--- src/rtl/lockin_channel_scheduler.sv ---
// Round-robin scheduler sharing one banked lock-in engine between NCH ADS1299 channels.
// Define LOCKIN_SCHED_TIMEOUT_EN to abort a WAIT after TIMEOUT clk and raise sticky timeout_err.
module lockin_channel_scheduler #(
    parameter int NCH     = 8,
    parameter int Q_in    = 24,
    parameter int Q_out   = 32,
    parameter int TIMEOUT = 64
) (
    input  logic                     clk,
    input  logic                     reset_n,
    input  logic                     enable,
    input  logic [NCH*Q_in-1:0]      ch_x,
    input  logic [NCH-1:0]           ch_valid,
    input  logic                     clear_ovf,
    output logic [Q_in-1:0]          eng_x,
    output logic [$clog2(NCH)-1:0]   eng_ch,
    output logic                     eng_x_valid,
    input  logic [Q_out-1:0]         eng_fase,
    input  logic [Q_out-1:0]         eng_cuad,
    input  logic                     eng_valid,
    output logic [Q_out-1:0]         out_fase,
    output logic [Q_out-1:0]         out_cuad,
    output logic [$clog2(NCH)-1:0]   out_ch,
    output logic                     out_valid,
    output logic [NCH-1:0]           overflow,
    output logic                     busy,
    output logic                     timeout_err
);

    localparam int CHW = $clog2(NCH);

    // Strobe protocol: every *_valid is a 1-clk pulse with no back-pressure. Channel strobes are
    // latched in hold/pending; the engine takes eng_x_valid unconditionally and answers with one eng_valid.

    if (NCH < 2 || TIMEOUT < 1) begin : g_param_check
        $error("lockin_channel_scheduler: NCH must be >= 2 and TIMEOUT >= 1");
    end

    typedef enum logic [1:0] {
        S_IDLE  = 2'd0,
        S_ISSUE = 2'd1,
        S_WAIT  = 2'd2
    } state_t;

    state_t          state;
    logic [NCH-1:0]  pending;
    logic [Q_in-1:0] hold [NCH];
    logic [CHW-1:0]  ptr;

    logic            grant_found;
    logic [CHW-1:0]  grant_idx;
    logic            grant_fire;
    logic [NCH-1:0]  grant_vec;

    function automatic logic [CHW-1:0] wrap_add(input logic [CHW-1:0] base, input int unsigned off);
        int unsigned s;
        s = 32'(base) + off;
        if (s >= 32'(NCH)) s = s - 32'(NCH);
        return s[CHW-1:0];
    endfunction

    // Walk downward so the smallest offset from ptr is the last (winning) assignment.
    always_comb begin
        grant_found = 1'b0;
        grant_idx   = '0;
        for (int i = NCH - 1; i >= 0; i--) begin
            if (pending[wrap_add(ptr, i)]) begin
                grant_found = 1'b1;
                grant_idx   = wrap_add(ptr, i);
            end
        end
    end

    assign grant_fire = (state == S_IDLE) && enable && grant_found;

    always_comb begin
        grant_vec = '0;
        if (grant_fire) grant_vec[grant_idx] = 1'b1;
    end

    // A strobe landing on the grant clk refills hold and keeps pending; the grant uses the old hold.
    always_ff @(posedge clk or negedge reset_n) begin
        if (!reset_n) begin
            pending  <= '0;
            overflow <= '0;
            for (int i = 0; i < NCH; i++) hold[i] <= '0;
        end else begin
            for (int i = 0; i < NCH; i++) begin
                if (ch_valid[i]) begin
                    hold[i]    <= ch_x[i*Q_in +: Q_in];
                    pending[i] <= 1'b1;
                end else if (grant_vec[i]) begin
                    pending[i] <= 1'b0;
                end
                if (ch_valid[i] && pending[i] && !grant_vec[i]) overflow[i] <= 1'b1;
                else if (clear_ovf)                             overflow[i] <= 1'b0;
            end
        end
    end

`ifdef LOCKIN_SCHED_TIMEOUT_EN
    localparam int CNT_W = $clog2(TIMEOUT + 1);
    logic [CNT_W-1:0] wait_cnt;
`else
    assign timeout_err = 1'b0;
`endif

    always_ff @(posedge clk or negedge reset_n) begin
        if (!reset_n) begin
            state       <= S_IDLE;
            ptr         <= '0;
            eng_x       <= '0;
            eng_ch      <= '0;
            eng_x_valid <= 1'b0;
            out_fase    <= '0;
            out_cuad    <= '0;
            out_ch      <= '0;
            out_valid   <= 1'b0;
`ifdef LOCKIN_SCHED_TIMEOUT_EN
            wait_cnt    <= '0;
            timeout_err <= 1'b0;
`endif
        end else begin
            eng_x_valid <= 1'b0;
            out_valid   <= 1'b0;
            case (state)
                S_IDLE: begin
                    if (grant_fire) begin
                        eng_x  <= hold[grant_idx];
                        eng_ch <= grant_idx;
                        ptr    <= wrap_add(grant_idx, 1);
                        state  <= S_ISSUE;
                    end
                end
                S_ISSUE: begin
                    eng_x_valid <= 1'b1;
                    state       <= S_WAIT;
`ifdef LOCKIN_SCHED_TIMEOUT_EN
                    wait_cnt    <= '0;
`endif
                end
                S_WAIT: begin
                    if (eng_valid) begin
                        out_fase  <= eng_fase;
                        out_cuad  <= eng_cuad;
                        out_ch    <= eng_ch;
                        out_valid <= 1'b1;
                        state     <= S_IDLE;
                    end
`ifdef LOCKIN_SCHED_TIMEOUT_EN
                    else if (wait_cnt == CNT_W'(TIMEOUT - 1)) begin
                        timeout_err <= 1'b1;
                        state       <= S_IDLE;
                    end else begin
                        wait_cnt <= wait_cnt + 1'b1;
                    end
`endif
                end
                default: state <= S_IDLE;
            endcase
        end
    end

    assign busy = (state != S_IDLE);

endmodule

--- config.mk ---
export PLATFORM = sky130hd
export DESIGN_NAME = lockin_channel_scheduler
export DESIGN_NICKNAME = d
export VERILOG_FILES = /design/src/rtl/lockin_channel_scheduler.sv
export SDC_FILE = /design/constraint.sdc
export NUM_CORES = 1
export LEC_CHECK = 0
export BUFFER_PORTS_ARGS = -buffer_cell sky130_fd_sc_hd__buf_2
export CELL_PAD_IN_SITES_DETAIL_PLACEMENT = 0
export CELL_PAD_IN_SITES_GLOBAL_PLACEMENT = 1
export CORE_UTILIZATION = 37
export CTS_BUF_LIST = sky130_fd_sc_hd__clkbuf_4 sky130_fd_sc_hd__clkbuf_8 sky130_fd_sc_hd__clkbuf_16
export DETAILED_ROUTE_END_ITERATION = 8
export GPL_ROUTABILITY_DRIVEN = 0
export PLACE_DENSITY_LB_ADDON = 0.1
export SYNTH_ARGS = -nofsm -noshare
export SYNTH_HDL_FRONTEND = slang
export SYNTH_SLANG_ARGS = --single-unit
--- constraint.sdc ---
create_clock -name clk -period 4.2 [get_ports clk]
set_input_delay 0.21 -clock clk [delete_from_list [all_inputs] [get_ports clk]]
set_output_delay 0.21 -clock clk [all_outputs]
set_load 0.01 [all_outputs]
* After elaboration in Yosys (flattened, before gate mapping) *
Index checks and enable logic that the tools add are counted.

storage, ports and cells
  register bits after elaboration = 309
  input bits = 269
  memories = 0
  memory bits (read-only) = 0
  output and inout bits = 106
  RAM bits = 0
  logic and storage cells = 201
  latch bits = 0

cells by class
  $add $sub $neg = 17
  equality and inequality tests = 4
  bitwise operators = 1
  div/mod/pow operators = 0
  magnitude comparators = 20
  mux-type cells = 78
  shift-type cells = 0
  multipliers = 0
  reductions and logical operators = 48

operators with widths
  cell                                                  count
  binary-select mux 24 bit (select 3 bit)               1
  2-to-1 mux 3 bit                                      17
  2-to-1 mux 24 bit                                     2
  2-to-1 mux 1 bit                                      45
  >= comparator 4 bit (second input constant)           9
  < comparator 3 x 4 -> 1 bit (second input constant)   9
  nonzero test 2 bit                                    17
  subtractor 3 x 1 -> 3 bit (second input constant)     9
  binary-select mux 1 bit (select 3 bit)                8
  logical AND 1 bit                                     19
  adder 3 x 3 -> 4 bit (second input constant)          4
  adder 3 x 1 -> 4 bit (second input constant)          2
  adder 3 x 2 -> 4 bit (second input constant)          2
  zero test 1 bit                                       8
  2-to-1 mux 8 bit                                      1
  one-hot mux 2 bit (3 select lines)                    1
  AND reduction 2 bit                                   3
  >= comparator 3 x 4 -> 1 bit (second input constant)  1
  2-to-1 mux 2 bit                                      2
  != test 2 bit (second input constant)                 2
  inverter 3 -> 4 bit                                   1
  demux 1 bit (select 3 bit)                            1
  >= comparator 3 x 1 -> 1 bit (second input constant)  1
  == test 2 x 1 -> 1 bit (second input constant)        1
  other kinds (2)                                       2

* Longest topological paths before layout *
  depth in word-level cells = 21
  mapped depth = 19
  gate-level depth less buffers = 11

* Worst setup path before layout *
OpenSTA, ideal clock, no wires.

  path type = register to register
  start point = reg ptr[0]
  end point = reg eng_x[21]
  arrival time = 3.891 ns
  cell stages (with the launch flop) = 17
  setup slack = 0.174 ns
  cells stage by stage = dfrtp_1 -> buf_2 -> buf_4 -> inv_1 -> clkbuf_1 -> ha_1 -> clkbuf_1 -> mux4_2 -> and4_1 -> a211oi_1 -> o2111ai_1 -> a221o_2 -> and2_4 -> buf_2 -> a221oi_1 -> a22o_1 -> o22ai_1

between the ends
  longest elaborated chain between the ends = 17
  elaborated cells between the ends (all ways) = 69
  classes of those cells = 15 x add/sub; 8 x order compare; 43 x mux; 1 x bitwise; 2 x reduce/logical

ends and longest elaborated chain
  element                                                           line  text
  start: declaration                                                48    logic [CHW-1:0] ptr;
  start signal: assignment                                          131   ptr <= wrap_add(grant_idx, 1);
  adder 3 x 3 -> 4 bit                                              57    s = 32'(base) + off;
  >= comparator 4 bit or subtractor 3 x 1 -> 3 bit (tied branches)  58    if (s >= 32'(NCH)) s = s - 32'(NCH);
  2-to-1 mux 3 bit                                                  58
  binary-select mux 1 bit (select 3 bit)                            67    if (pending[wrap_add(ptr, i)]) begin
  2-to-1 mux 1 bit (implied by the code)                            67
  2-to-1 mux 3 bit (8 in a row)                                     67
  inverter 3 -> 4 bit (implied by the code)                         129   eng_x <= hold[grant_idx];
  binary-select mux 24 bit (select 3 bit)                           129
  2-to-1 mux 24 bit (implied by the code) (2 in a row)              129
  end signal: assignment                                            129
  end: declaration                                                  15    output logic [Q_in-1:0] eng_x,

Several ways; a longest one is shown, not always the timed one. The select of a mux whose other input is x is not followed.
A chain may end at the register's enable or synchronous reset.

* Worst setup path in the final report *
  start point = reg ptr[0]
  end point = reg eng_x[12]

The elaborated chain is that of the path after synthesis.

==> parameters.txt <==
Parameter                              Value

Layout
  Number of nets at the end of the flow ... ~2200
  Commonest non-fill, non-tap cell in the layout ... sky130_fd_sc_hd__buf_2
  Most used cells in the layout excluding fill and tap cells ... sky130_fd_sc_hd__buf_2, sky130_fd_sc_hd__dfrtp_1, sky130_fd_sc_hd__nand2_1, sky130_fd_sc_hd__dlygate4sd3_1, sky130_fd_sc_hd__mux2_2
  Non-filler instance count after layout ... ~2400
  Proportion of layout cells with a drive suffix above 1 ... a little under two fifths
  Layout area overhead ... 43.8%
  Fin area ... a little over 20000 um^2

Synthesis
  Number of storage elements in the synthesis netlist ... just over 300
  Number of distinct standard cells referenced by the synthesized netlist ... 62
  Average cell area after synthesis ... 11.2 um^2
  Main flop type after synthesis ... sky130_fd_sc_hd__dfrtp_1
  Yosys Warn Count ... 0
  Post-synthesis instance total ... ~1300
  Sequential element share of the synthesized area ... 53.9%
  Post-synth design cell area ... between 10000 and 15000 um^2
  Total nets after synthesis ... about 1500
  Share of flip-flops with an asynchronous set or reset after synthesis ... 100%
  EDFF count, synth ... 0

Detailed routing
  Routed wl met2 ... about 23000 um
  Number of iterations in the first detailed-routing pass ... 5
  Wire length after detailed routing ... approximately 50000 um
  Routed length per placed instance ... roughly 21 um
  Total number of vias ... 12300
  Uppermost signal routing layer after detailed routing ... met4
  DR WL met3 ... ~3400 um
  Remaining antenna violation count ... 0
  Vias per cell ... just over 5
  DRC violation total after the first TritonRoute iteration ... ~770
  Drt drc ... 0
  Wire length on met1 ... around 22000 um

Placement
  Post-detail-place hpwl ... 34200 um
  DP Area ... 16800 um^2
  Cell total after placement ... between 2000 and 2500
  Port buffer count ... ~370
  Worst slack at placement ... roughly 0.29 ns

CTS
  Clock tree from TritonCTS ... built
  Latest clock arrival within the worst-skew pair ... approximately 0.52 ns
  CTS sink count ... between 300 and 400
  Clock tree root buffer cell ... sky130_fd_sc_hd__clkbuf_16
  Depth of the CTS H-tree ... 2
  Total clock buffers created by CTS ... 36
  Quantity of gates resized following cts ... 0
  Buffer levels on the longest clock path ... 3
  Clock-pin slew reported for the worst setup and hold paths after clock tree synthesis ... 0.06 ns

Timing
  Hold violation count in the final report ... 0
  Worst slew margin relative to its limit ... between 20% and 30%
  Final number of setup-violating endpoints ... 0
  RSZ-0062 raised after global routing ... no
  Min Clock Period, post-route ... 3.91 ns
  TNS Setup ... 0 ns
  Slew at the pin closest to its max-slew limit ... between 1 and 1.5 ns
  Period utilisation layout ... 93.0%
  Final WS setup ... ~0.3 ns
  Final max-slew violation count ... 0
  Achievable clock frequency ... ~260 MHz
  Worst Skew ... ~0.016 ns

Power and ir drop
  Register share of total power ... between 30% and 40%
  Total power draw ... 0.0125 W
  Highest ir drop seen on vdd ... about 370 uV
  Clock share of power ... a little over a quarter
  Power dissipated by switching net loads ... about 0.0047 W
  Cell Int Power ... 0.00782 W
  Combinational share of power ... between 40 and 50%
  Power Dens Cells ... 607 nW/um^2
  Switching share of power ... a little under two fifths
  Leakage power ... 9.60 nW

Floorplanning
  Die extent in x ... between 150 and 200 um
  Initial core utilization ... between 30% and 40%
  Row count ... between 70 and 80
  Total core area ... 37900 um^2
  I/O pins ... ~380
  Die Outline Area ... 39500 um^2
  Die height ... 199 um

Setup path
  Data arrival time of the worst path ... roughly 4.4 ns
  CP peak stage delay ... approximately 0.46 ns
  Required time of the critical path ... between 4 and 5 ns
  Worst R2R Start ... ptr[0]
  Maximum fanout along the worst path ... 22
  Worst Setup Path Type ... reg2reg
  Critical-path cell with the highest stage delay ... sky130_fd_sc_hd__o221ai_1
  CP cell instances ... inv_1 -> ha_1 -> buf_4 -> mux2i_1 -> mux2i_1 -> o221ai_1 -> o2111ai_1 -> a221o_2 -> nand2_2 -> buf_4 -> a211oi_1 -> o21ai_1 -> a32o_1
  Kind of end point of the critical path ... flip-flop
  Family with the most delay on the worst path ... compound AO/OA/AOI/OAI gates
  Buf+Inv Stages, Crit Path ... 3
  Crit path launch ... ptr[0]
  Setup crit start kind ... flip-flop

Outcome
  Status ... finished, final reports clean

Global route
  All-Layer GR Usage ... 25.3%
  Antenna violations before repair ... 1
  Maximum number of pins on one net before global-route repair ... 100
  Remaining Overflow, GRT ... 0
  Vias in the first global route ... 12700
  Global-route wire length before repair ... around 76000 um

Hold path
  Class of the tightest hold or removal check ... in2reg
  Worst Hold Launch ... eng_valid

Job
  Number of max-cap violations ... 0
==> metal layers <==
layer / global-route usage (%) / up-vias
met5: 0 / -
met4: 7.89 / 0
met3: 5.39 / 85
met2: 40.9 / 438
met1: 33.7 / 6053
li1: - / 5757
==> timing repair <==
action | 4_1_cts | 5_1_grt
buffers inserted | 0 | 2
hold buffers | 257 | 0
setup endpoints to repair | 0 | 13
hold endpoints to repair | 350 | 0
==> worst min-delay path: cells and delay by family <==
kind          cells  cell delay [ns]
buf+inv           1             0.11
simple gates      2             0.27
==> registers in the layout (all words and copies together), names as in the netlist, 2 cells and up <==
name      count
eng_ch        3
eng_x        24
hold        192
out_ch        3
out_cuad     32
out_fase     32
overflow      8
pending       8
ptr           3
state         2
==> area by class of cell <==
class                           count  area, um^2
Fill cell                        3349       17300
Tap cell                          511         639
Clock buffer                       55        1120
Clock inverter                      8         118
Multi-Input combinational cell    847        6080
Inverter                           23        86.3
Antenna cell                        1        2.50
Timing Repair Buffer              675        4850
Sequential cell                   309        7730
==> synth_stat cells, drive strengths merged, types with 9 or more instances <==
cell	instances	share of area, %
dfrtp	309	54
nand2	309	8.1
mux2	203	16
a211oi	50	2.7
clkbuf	50	1.3
buf	46	2.0
o21ai	39	1.4
and3	34	1.5
inv	23	0.60
nand3	21	0.73
a31oi	19	0.83
a32o	19	1.3
nor2	19	0.63
a221oi	13	0.84
mux4	13	2.0
mux2i	12	0.84
o211ai	10	0.52
a21o	9	0.47
==> kinds of logic (layout without fill, tap and decap cells) <==
family,count (synthesis),in the layout,share of synthesized area [%]
buffers and inverters,119,761,3.92
xor gates and xnor gates,7,7,0.428
other,1,2,0.0262
AOI/OAI and AO/OA,211,211,11.0
DFF,309,309,53.9
muxes,228,228,18.8
and+or+nand+nor,398,398,11.7
adders and majority gates,2,2,0.174
==> final timing paths <==
check                      slack [ns]            to  cells past startpoint
min                              0.11      state[1]                      3
max                              0.29     eng_x[12]                     13
max reg2reg                      0.29     eng_x[12]                     13
min in group asynchronous        0.29     out_ch[0]                      2
max in group asynchronous        2.88  out_fase[22]                      3
min reg2reg                      0.47  out_fase[11]                      2
==> power by group through the flow <==
stage               clock [W]  sequential, W  combinational, W
detailed placement          0        0.00416           0.00490
finish                0.00327        0.00411           0.00513
floorplan                   0        0.00422           0.00289
global route          0.00345        0.00419           0.00562
CTS                   0.00334        0.00411           0.00512
global placement            0        0.00415           0.00486
==> stage by stage <==
| step | hold WS, ns | utilization [%] |
|---|---|---|
| 2_1_floorplan | -0.0856 | - |
| 3_3_place_gp | 0.295 | 44.3 |
| 3_5_place_dp | 0.295 | 44.3 |
| 4_1_cts | 0.0973 | 54.3 |
| 5_1_grt | 0.135 | 54.4 |
| 6_report | 0.111 | 54.4 |
Power figures use the tool's default switching activity.
